`src/rtl/logisim_clock_gen_multi_pkg.sv`:
```
// Shared definitions for the multi-channel clock generator: controller states,
// ClockBus bit positions and the config-channel select width.
package logisim_clock_gen_multi_pkg;

    typedef enum logic [1:0] {
        ST_HALT = 2'd0,
        ST_RUN  = 2'd1,
        ST_STEP = 2'd2
    } ctrl_state_t;

    localparam int CB_CLK   = 0;
    localparam int CB_CLK_N = 1;
    localparam int CB_RISE  = 2;
    localparam int CB_FALL  = 3;
    localparam int CB_GCLK  = 4;
    localparam int CB_WIDTH = 5;

    // A single channel still needs a one-bit select so the port never vanishes.
    function automatic int ch_sel_width(input int n);
        return (n > 1) ? $clog2(n) : 1;
    endfunction

endpackage

```
`src/rtl/logisim_clock_gen_multi_if.sv`:
```
// Control, config and clock-bus signals of the clock generator, bundled for the
// debug front-end (master) and the generator itself (slave).
interface logisim_clock_gen_multi_if #(
    parameter int NrOfChannels = 2,
    parameter int NrOfBits     = 8
);
    import logisim_clock_gen_multi_pkg::*;

    localparam int ChW = ch_sel_width(NrOfChannels);

    logic                               i_clock_tick;
    logic                               i_run;
    logic                               i_step_req;
    logic                               i_cfg_we;
    logic [ChW-1:0]                     i_cfg_channel;
    logic [NrOfBits-1:0]                i_cfg_high;
    logic [NrOfBits-1:0]                i_cfg_low;
    logic [CB_WIDTH*NrOfChannels-1:0]   o_clock_bus;
    logic                               o_running;
    logic                               o_step_done;

    modport master (
        output i_clock_tick, i_run, i_step_req, i_cfg_we, i_cfg_channel, i_cfg_high, i_cfg_low,
        input  o_clock_bus, o_running, o_step_done
    );

    modport slave (
        input  i_clock_tick, i_run, i_step_req, i_cfg_we, i_cfg_channel, i_cfg_high, i_cfg_low,
        output o_clock_bus, o_running, o_step_done
    );

endinterface

```
`src/rtl/logisim_clock_channel.sv`:
```
// One derived clock: tick counter, toggle, active/pending high-low config and the
// four registered ClockBus bits (clk, ~clk, rise strobe, fall strobe).
module logisim_clock_channel
    import logisim_clock_gen_multi_pkg::*;
#(
    parameter int NrOfBits     = 8,
    parameter int DefHighTicks = 1,
    parameter int DefLowTicks  = 1
) (
    input  logic                i_clk,
    input  logic                i_rst,
    input  logic                i_advance,
    input  logic                i_cfg_we,
    input  logic [NrOfBits-1:0] i_cfg_high,
    input  logic [NrOfBits-1:0] i_cfg_low,
    output logic [CB_FALL:0]    o_bus,
    output logic                o_fall_event
);

    localparam logic [NrOfBits-1:0] DEF_HIGH = NrOfBits'(DefHighTicks);
    localparam logic [NrOfBits-1:0] DEF_LOW  = NrOfBits'(DefLowTicks);
    localparam logic [NrOfBits-1:0] ONE      = NrOfBits'(1);

    logic [NrOfBits-1:0] r_cnt;
    logic                r_clk;
    logic [NrOfBits-1:0] r_act_high;
    logic [NrOfBits-1:0] r_act_low;
    logic [NrOfBits-1:0] r_pend_high;
    logic [NrOfBits-1:0] r_pend_low;
    logic                r_pend_valid;

    logic                w_wrap;
    logic                w_rise;
    logic                w_fall;
    logic [NrOfBits-1:0] w_next_high;
    logic [NrOfBits-1:0] w_high_load;
    logic [NrOfBits-1:0] w_low_load;

    assign w_wrap      = i_advance && (r_cnt == '0);
    assign w_rise      = w_wrap && !r_clk;
    assign w_fall      = w_wrap && r_clk;
    // Pending values take effect at the rise itself, so the high load already sees them.
    assign w_next_high = r_pend_valid ? r_pend_high : r_act_high;
    // A programmed count of 0 behaves like 1, i.e. a load of 0.
    assign w_high_load = (w_next_high == '0) ? '0 : w_next_high - ONE;
    assign w_low_load  = (r_act_low == '0) ? '0 : r_act_low - ONE;

    assign o_fall_event = w_fall;

    always_ff @(posedge i_clk or posedge i_rst) begin
        if (i_rst) begin
            r_cnt        <= '0;
            r_clk        <= 1'b0;
            r_act_high   <= DEF_HIGH;
            r_act_low    <= DEF_LOW;
            r_pend_high  <= DEF_HIGH;
            r_pend_low   <= DEF_LOW;
            r_pend_valid <= 1'b0;
            o_bus        <= '0;
        end else begin
            if (w_rise) begin
                r_clk <= 1'b1;
                r_cnt <= w_high_load;
                if (r_pend_valid) begin
                    r_act_high   <= r_pend_high;
                    r_act_low    <= r_pend_low;
                    r_pend_valid <= 1'b0;
                end
            end else if (w_fall) begin
                r_clk <= 1'b0;
                r_cnt <= w_low_load;
            end else if (i_advance) begin
                r_cnt <= r_cnt - ONE;
            end

            // A write coinciding with the rise lands after the clear and waits for the next rise.
            if (i_cfg_we) begin
                r_pend_high  <= i_cfg_high;
                r_pend_low   <= i_cfg_low;
                r_pend_valid <= 1'b1;
            end

            o_bus[CB_CLK]   <= r_clk;
            o_bus[CB_CLK_N] <= ~r_clk;
            o_bus[CB_RISE]  <= w_rise;
            o_bus[CB_FALL]  <= w_fall;
        end
    end

endmodule

```
`src/rtl/logisim_clock_gen_multi.sv`:
```
// Multi-channel clock generator top: run/halt/single-step controller, config
// decode and one logisim_clock_channel per derived clock.
module logisim_clock_gen_multi
    import logisim_clock_gen_multi_pkg::*;
#(
    parameter int NrOfChannels = 2,
    parameter int NrOfBits     = 8,
    parameter int DefHighTicks = 1,
    parameter int DefLowTicks  = 1
) (
    input  logic                     i_global_clock,
    input  logic                     i_reset,
    logisim_clock_gen_multi_if.slave bus_if
);

    localparam int ChW = ch_sel_width(NrOfChannels);
    // Channels whose falling toggle completes a single step (channel 0 only).
    localparam logic [NrOfChannels-1:0] STEP_REF_MASK = NrOfChannels'(1);

    ctrl_state_t             r_state;
    logic                    r_running;
    logic                    r_step_done;
    logic                    w_advance;
    logic                    w_step_fall;
    logic [NrOfChannels-1:0] w_fall_event;

    assign w_advance   = bus_if.i_clock_tick && ((r_state == ST_RUN) || (r_state == ST_STEP));
    assign w_step_fall = |(w_fall_event & STEP_REF_MASK);

    assign bus_if.o_running   = r_running;
    assign bus_if.o_step_done = r_step_done;

    always_ff @(posedge i_global_clock or posedge i_reset) begin
        if (i_reset) begin
            r_state     <= ST_HALT;
            r_running   <= 1'b0;
            r_step_done <= 1'b0;
        end else begin
            r_step_done <= 1'b0;
            case (r_state)
                ST_HALT: begin
                    if (bus_if.i_run) begin
                        r_state   <= ST_RUN;
                        r_running <= 1'b1;
                    end else if (bus_if.i_step_req) begin
                        r_state   <= ST_STEP;
                        r_running <= 1'b1;
                    end
                end
                ST_RUN: begin
                    if (!bus_if.i_run) begin
                        r_state   <= ST_HALT;
                        r_running <= 1'b0;
                    end
                end
                ST_STEP: begin
                    // Run outranks completion: going to RUN never reports a step.
                    if (bus_if.i_run) begin
                        r_state <= ST_RUN;
                    end else if (w_step_fall) begin
                        r_state     <= ST_HALT;
                        r_running   <= 1'b0;
                        r_step_done <= 1'b1;
                    end
                end
                default: begin
                    r_state   <= ST_HALT;
                    r_running <= 1'b0;
                end
            endcase
        end
    end

    genvar gi;
    generate
        for (gi = 0; gi < NrOfChannels; gi++) begin : g_ch
            logic [CB_FALL:0] w_bus;

            logisim_clock_channel #(
                .NrOfBits    (NrOfBits),
                .DefHighTicks(DefHighTicks),
                .DefLowTicks (DefLowTicks)
            ) u_channel (
                .i_clk       (i_global_clock),
                .i_rst       (i_reset),
                .i_advance   (w_advance),
                .i_cfg_we    (bus_if.i_cfg_we && (bus_if.i_cfg_channel == ChW'(gi))),
                .i_cfg_high  (bus_if.i_cfg_high),
                .i_cfg_low   (bus_if.i_cfg_low),
                .o_bus       (w_bus),
                .o_fall_event(w_fall_event[gi])
            );

            assign bus_if.o_clock_bus[CB_WIDTH*gi +: CB_FALL+1] = w_bus;
            assign bus_if.o_clock_bus[CB_WIDTH*gi + CB_GCLK]    = i_global_clock;
        end
    endgenerate

endmodule

```
`src/flat_wrapper.sv`:
```
// flat-port wrapper written by rule: the top's interface ports become plain ports
module logisim_clock_gen_multi_flat import logisim_clock_gen_multi_pkg::*;
#(
    parameter int NrOfChannels = 2,
    parameter int NrOfBits     = 8,
    parameter int DefHighTicks = 1,
    parameter int DefLowTicks  = 1
)
  (i_global_clock, i_reset, bus_if_i_clock_tick, bus_if_i_run, bus_if_i_step_req, bus_if_i_cfg_we, bus_if_i_cfg_channel, bus_if_i_cfg_high, bus_if_i_cfg_low, bus_if_o_clock_bus, bus_if_o_running, bus_if_o_step_done);
  logisim_clock_gen_multi_if #(.NrOfChannels(NrOfChannels), .NrOfBits(NrOfBits)) bus_if_i ();
  input  logic i_global_clock;
  input  logic i_reset;
  input wire logic [$bits(bus_if_i.i_clock_tick)-1:0] bus_if_i_clock_tick;
  input wire logic [$bits(bus_if_i.i_run)-1:0] bus_if_i_run;
  input wire logic [$bits(bus_if_i.i_step_req)-1:0] bus_if_i_step_req;
  input wire logic [$bits(bus_if_i.i_cfg_we)-1:0] bus_if_i_cfg_we;
  input wire logic [$bits(bus_if_i.i_cfg_channel)-1:0] bus_if_i_cfg_channel;
  input wire logic [$bits(bus_if_i.i_cfg_high)-1:0] bus_if_i_cfg_high;
  input wire logic [$bits(bus_if_i.i_cfg_low)-1:0] bus_if_i_cfg_low;
  output wire logic [$bits(bus_if_i.o_clock_bus)-1:0] bus_if_o_clock_bus;
  output wire logic [$bits(bus_if_i.o_running)-1:0] bus_if_o_running;
  output wire logic [$bits(bus_if_i.o_step_done)-1:0] bus_if_o_step_done;
  assign bus_if_i.i_clock_tick = bus_if_i_clock_tick;
  assign bus_if_i.i_run = bus_if_i_run;
  assign bus_if_i.i_step_req = bus_if_i_step_req;
  assign bus_if_i.i_cfg_we = bus_if_i_cfg_we;
  assign bus_if_i.i_cfg_channel = bus_if_i_cfg_channel;
  assign bus_if_i.i_cfg_high = bus_if_i_cfg_high;
  assign bus_if_i.i_cfg_low = bus_if_i_cfg_low;
  assign bus_if_o_clock_bus = bus_if_i.o_clock_bus;
  assign bus_if_o_running = bus_if_i.o_running;
  assign bus_if_o_step_done = bus_if_i.o_step_done;
  logisim_clock_gen_multi #(.NrOfChannels(NrOfChannels), .NrOfBits(NrOfBits), .DefHighTicks(DefHighTicks), .DefLowTicks(DefLowTicks)) u_core (.i_global_clock(i_global_clock), .i_reset(i_reset), .bus_if(bus_if_i));
endmodule
```
`config.mk`:
```
export PLATFORM = sky130hd
export DESIGN_NAME = logisim_clock_gen_multi_flat
export DESIGN_NICKNAME = d
export VERILOG_FILES = /design/src/rtl/logisim_clock_gen_multi_pkg.sv /design/src/rtl/logisim_clock_gen_multi_if.sv /design/src/rtl/logisim_clock_channel.sv /design/src/rtl/logisim_clock_gen_multi.sv /design/src/flat_wrapper.sv
export SDC_FILE = /design/constraint.sdc
export NUM_CORES = 1
export LEC_CHECK = 0
export CORE_MARGIN = 2
export CORE_UTILIZATION = 42
export CTS_CLUSTER_SIZE = 30
export DETAILED_ROUTE_END_ITERATION = 8
export SLEW_MARGIN = 15
export SYNTH_ARGS = -nofsm -noshare
export SYNTH_HDL_FRONTEND = slang
export SYNTH_SLANG_ARGS = --single-unit
```
`constraint.sdc`:
```
create_clock -name i_global_clock -period 4.98 [get_ports i_global_clock]
set_clock_uncertainty 0.2 [all_clocks]
set_input_delay 0.996 -clock i_global_clock [delete_from_list [all_inputs] [get_ports i_global_clock]]
set_output_delay 0.996 -clock i_global_clock [all_outputs]
set_load 0.02 [all_outputs]
```
==> run metrics <==
grt total ovfl=0; met2 WL=4.64 mm; failing checks=DRC; gr usage total=17.4%; post-route ant nets=0; Die ar.=12800 um^2; Area contributors post-synth=dfrtp_1 (44%), mux2_2 (11%), dfstp_2 (4.2%); most numerous cell in the Yosys netlist=dfrtp_1; Routed WL per cell=16.3 um; Area Growth Syn to Fin=17.1%; met1 wire length=5.03 mm; Critical R2R Launch=u_core.r_state[0]; post_cts resized=0; Worst VDD drop=0.482 mV; hold crit path type=reg2reg; Arr. time, crit path=3270 ps; top routing layer in use=met4; Max-Cap Viols=0; share of cells above drive strength 1=21.4%; worst-path fanout max=2; placed instance count=608; IO Port Bufs=34; Yosys top cell area share=43.9%; clk_lat worst skew=460 ps; Yosys cell types=64; CTS hold repair buffers=0; Setup Crit Path Kind=clk2out; Synth Area per Inst=11.3 um^2; crit start category=clock port; Hold Crit Depth=1; synthesized area=5010 um^2; vias in the first global route=3377; pin count of the biggest net entering global routing=87; Lkg Pwr=2.69 nW; Hold Path Origin=u_core.g_ch[1].u_channel.r_act_high[7]; CP endpoint kind=primary output; footprint of the multi-input gates=2440 um^2; Via-to-Cell Ratio=5.41; Placed Area=5480 um^2; asr flop ratio synth=100%; synthesis-stage register bit count=96; routed vias=3396; Pins Over Slew Limit=0; post-synthesis cell count=442; endpoints failing setup=0; clk slew on worst S/H paths=70 ps; setup bufs post-CTS=0; top cells by count, synth=dfrtp_1 (88), mux2_2 (49), nor2_1 (38); CTS tree=yes; area leader, netlist=dfrtp_1; antenna diode instance count=0; Die Wd=113 um; gpl congestion=0.842; initial antenna violation count=0; worst hold slack=293 ps; Floorplan Core Area=11500 um^2; drt first pass iters=8; worst hold endpoint=u_core.g_ch[1].u_channel.r_act_high[7]; register area share after synthesis=48.1%; status=finished, violations left; R2R depth=7; final wirelength=10.2 mm; r2r endpoint=u_core.g_ch[1].u_channel.r_act_low[7]; required time of the critical path=3780 ps; Yosys Warn Count=0; hpwl dp=7.60 mm; die height=113 um; slew margin rel.=48.7%; io pins=35; initial core utilization=43.5%; r2r setup slk=2020 ps; met3 wire length=378 um; # nets final=516; Synth Flop Type=dfrtp_1; number of synthesized flops with an enable pin=0; final standard cell area without fillers=5870 um^2; row cnt=39; Finished Layout Cells=628; Layout fillers=1036; unrepaired setup endpoints after global routing=false; Detailed Route Iter0 Violations=121; first-pass GRT wire length=17.3 mm; worst slew pin tran=769 ps; Fin. Hold Viols=0; DRC violations left=4; setup TNS=0 ps; syn_nets=478; register area=2410 um^2; cell area power density=462 nW/um^2
critical path: stages:
cell	delay [ps]
clkbuf_16	120
clkbuf_16	130
clkdlybuf4s50_1	520
registers in the layout (all words and copies together), names as in the netlist:
signal,cells
u_core.g_ch.u_channel.r_pend_low,16
u_core.g_ch.u_channel.o_bus,8
u_core.g_ch.u_channel.r_pend_valid,2
u_core.g_ch.u_channel.r_act_low,16
u_core.r_state,2
u_core.bus_if.o_step_done,1
u_core.g_ch.u_channel.r_clk,2
u_core.g_ch.u_channel.r_pend_high,16
u_core.g_ch.u_channel.r_cnt,16
u_core.g_ch.u_channel.r_act_high,16
u_core.bus_if.o_running,1
how the worst max path moves through the flow:
stage | end | depth (start not counted) | from | slack, ps
5_1_grt | bus_if_o_clock_bus[4] | 3 | i_global_clock | 510
3_5_place_dp | bus_if_o_clock_bus[4] | 1 | i_global_clock | 790
3_3_place_gp | bus_if_o_clock_bus[4] | 1 | i_global_clock | 790
4_1_cts | bus_if_o_clock_bus[9] | 3 | i_global_clock | 510
6_report | bus_if_o_clock_bus[9] | 3 | i_global_clock | 520
2_1_floorplan | bus_if_o_clock_bus[4] | 1 | i_global_clock | 1160
per-layer routing:
metal	global-route usage [%]	vias up
met5	0	-
met4	8.37	0
met3	3.00	12
met2	25.0	70
met1	25.5	1643
li1	-	1671
power breakdown:
| group | switching [mW] | total (mW) | internal (mW) |
|---|---|---|---|
| clock network | 0.357 | 0.874 | 0.517 |
| registers | 0.167 | 1.11 | 0.945 |
| logic | 0.374 | 0.723 | 0.349 |
cells in the final DEF, fill, tap and decap left out, types with 10 or more instances in the layout:
cell type and n:
a21oi_1 15, clkbuf_16 13, clkdlybuf4s50_1 34, dfrtp_1 88, ha_1 13, inv_1 22, mux2_2 49, mux2_4 10
mux2i_1 17, nand2_1 22, nand3_1 12, nor2_1 38, nor3_1 12, o21ai_0 18, xnor2_1 11, xor2_1 13
final cells by class:
cell class              count  share of cell area [%]
multi-input cells         309                    41.6
flip-flops and latches     96                    41.1
clock buffers              16                    6.12
repair buffers             35                    5.84
well taps                 143                    3.05
inverters                  23                    1.56
clock inverters             6                   0.746
cells by family after synthesis:
kind of cell	Yosys count	share of synthesized area [%]
xor gates and xnor gates	24	4.19
and+or+nand+nor	122	12.9
muxes	76	17.4
adders and majority gates	13	3.25
DFF	96	48.1
AOI/OAI and AO/OA	74	10.9
buffers and inverters	37	3.17
per-stage QoR:
step | total power, mW | setup slack (ps) | util [%]
3_5_place_dp | 1.90 | 786 | 47.6
2_1_floorplan | 1.68 | 1160 | -
3_3_place_gp | 1.88 | 786 | 47.6
5_1_grt | 2.88 | 505 | 51.0
6_report | 2.71 | 516 | 51.0
4_1_cts | 2.73 | 508 | 50.9
No activity file was read; power rests on OpenSTA's default activity.
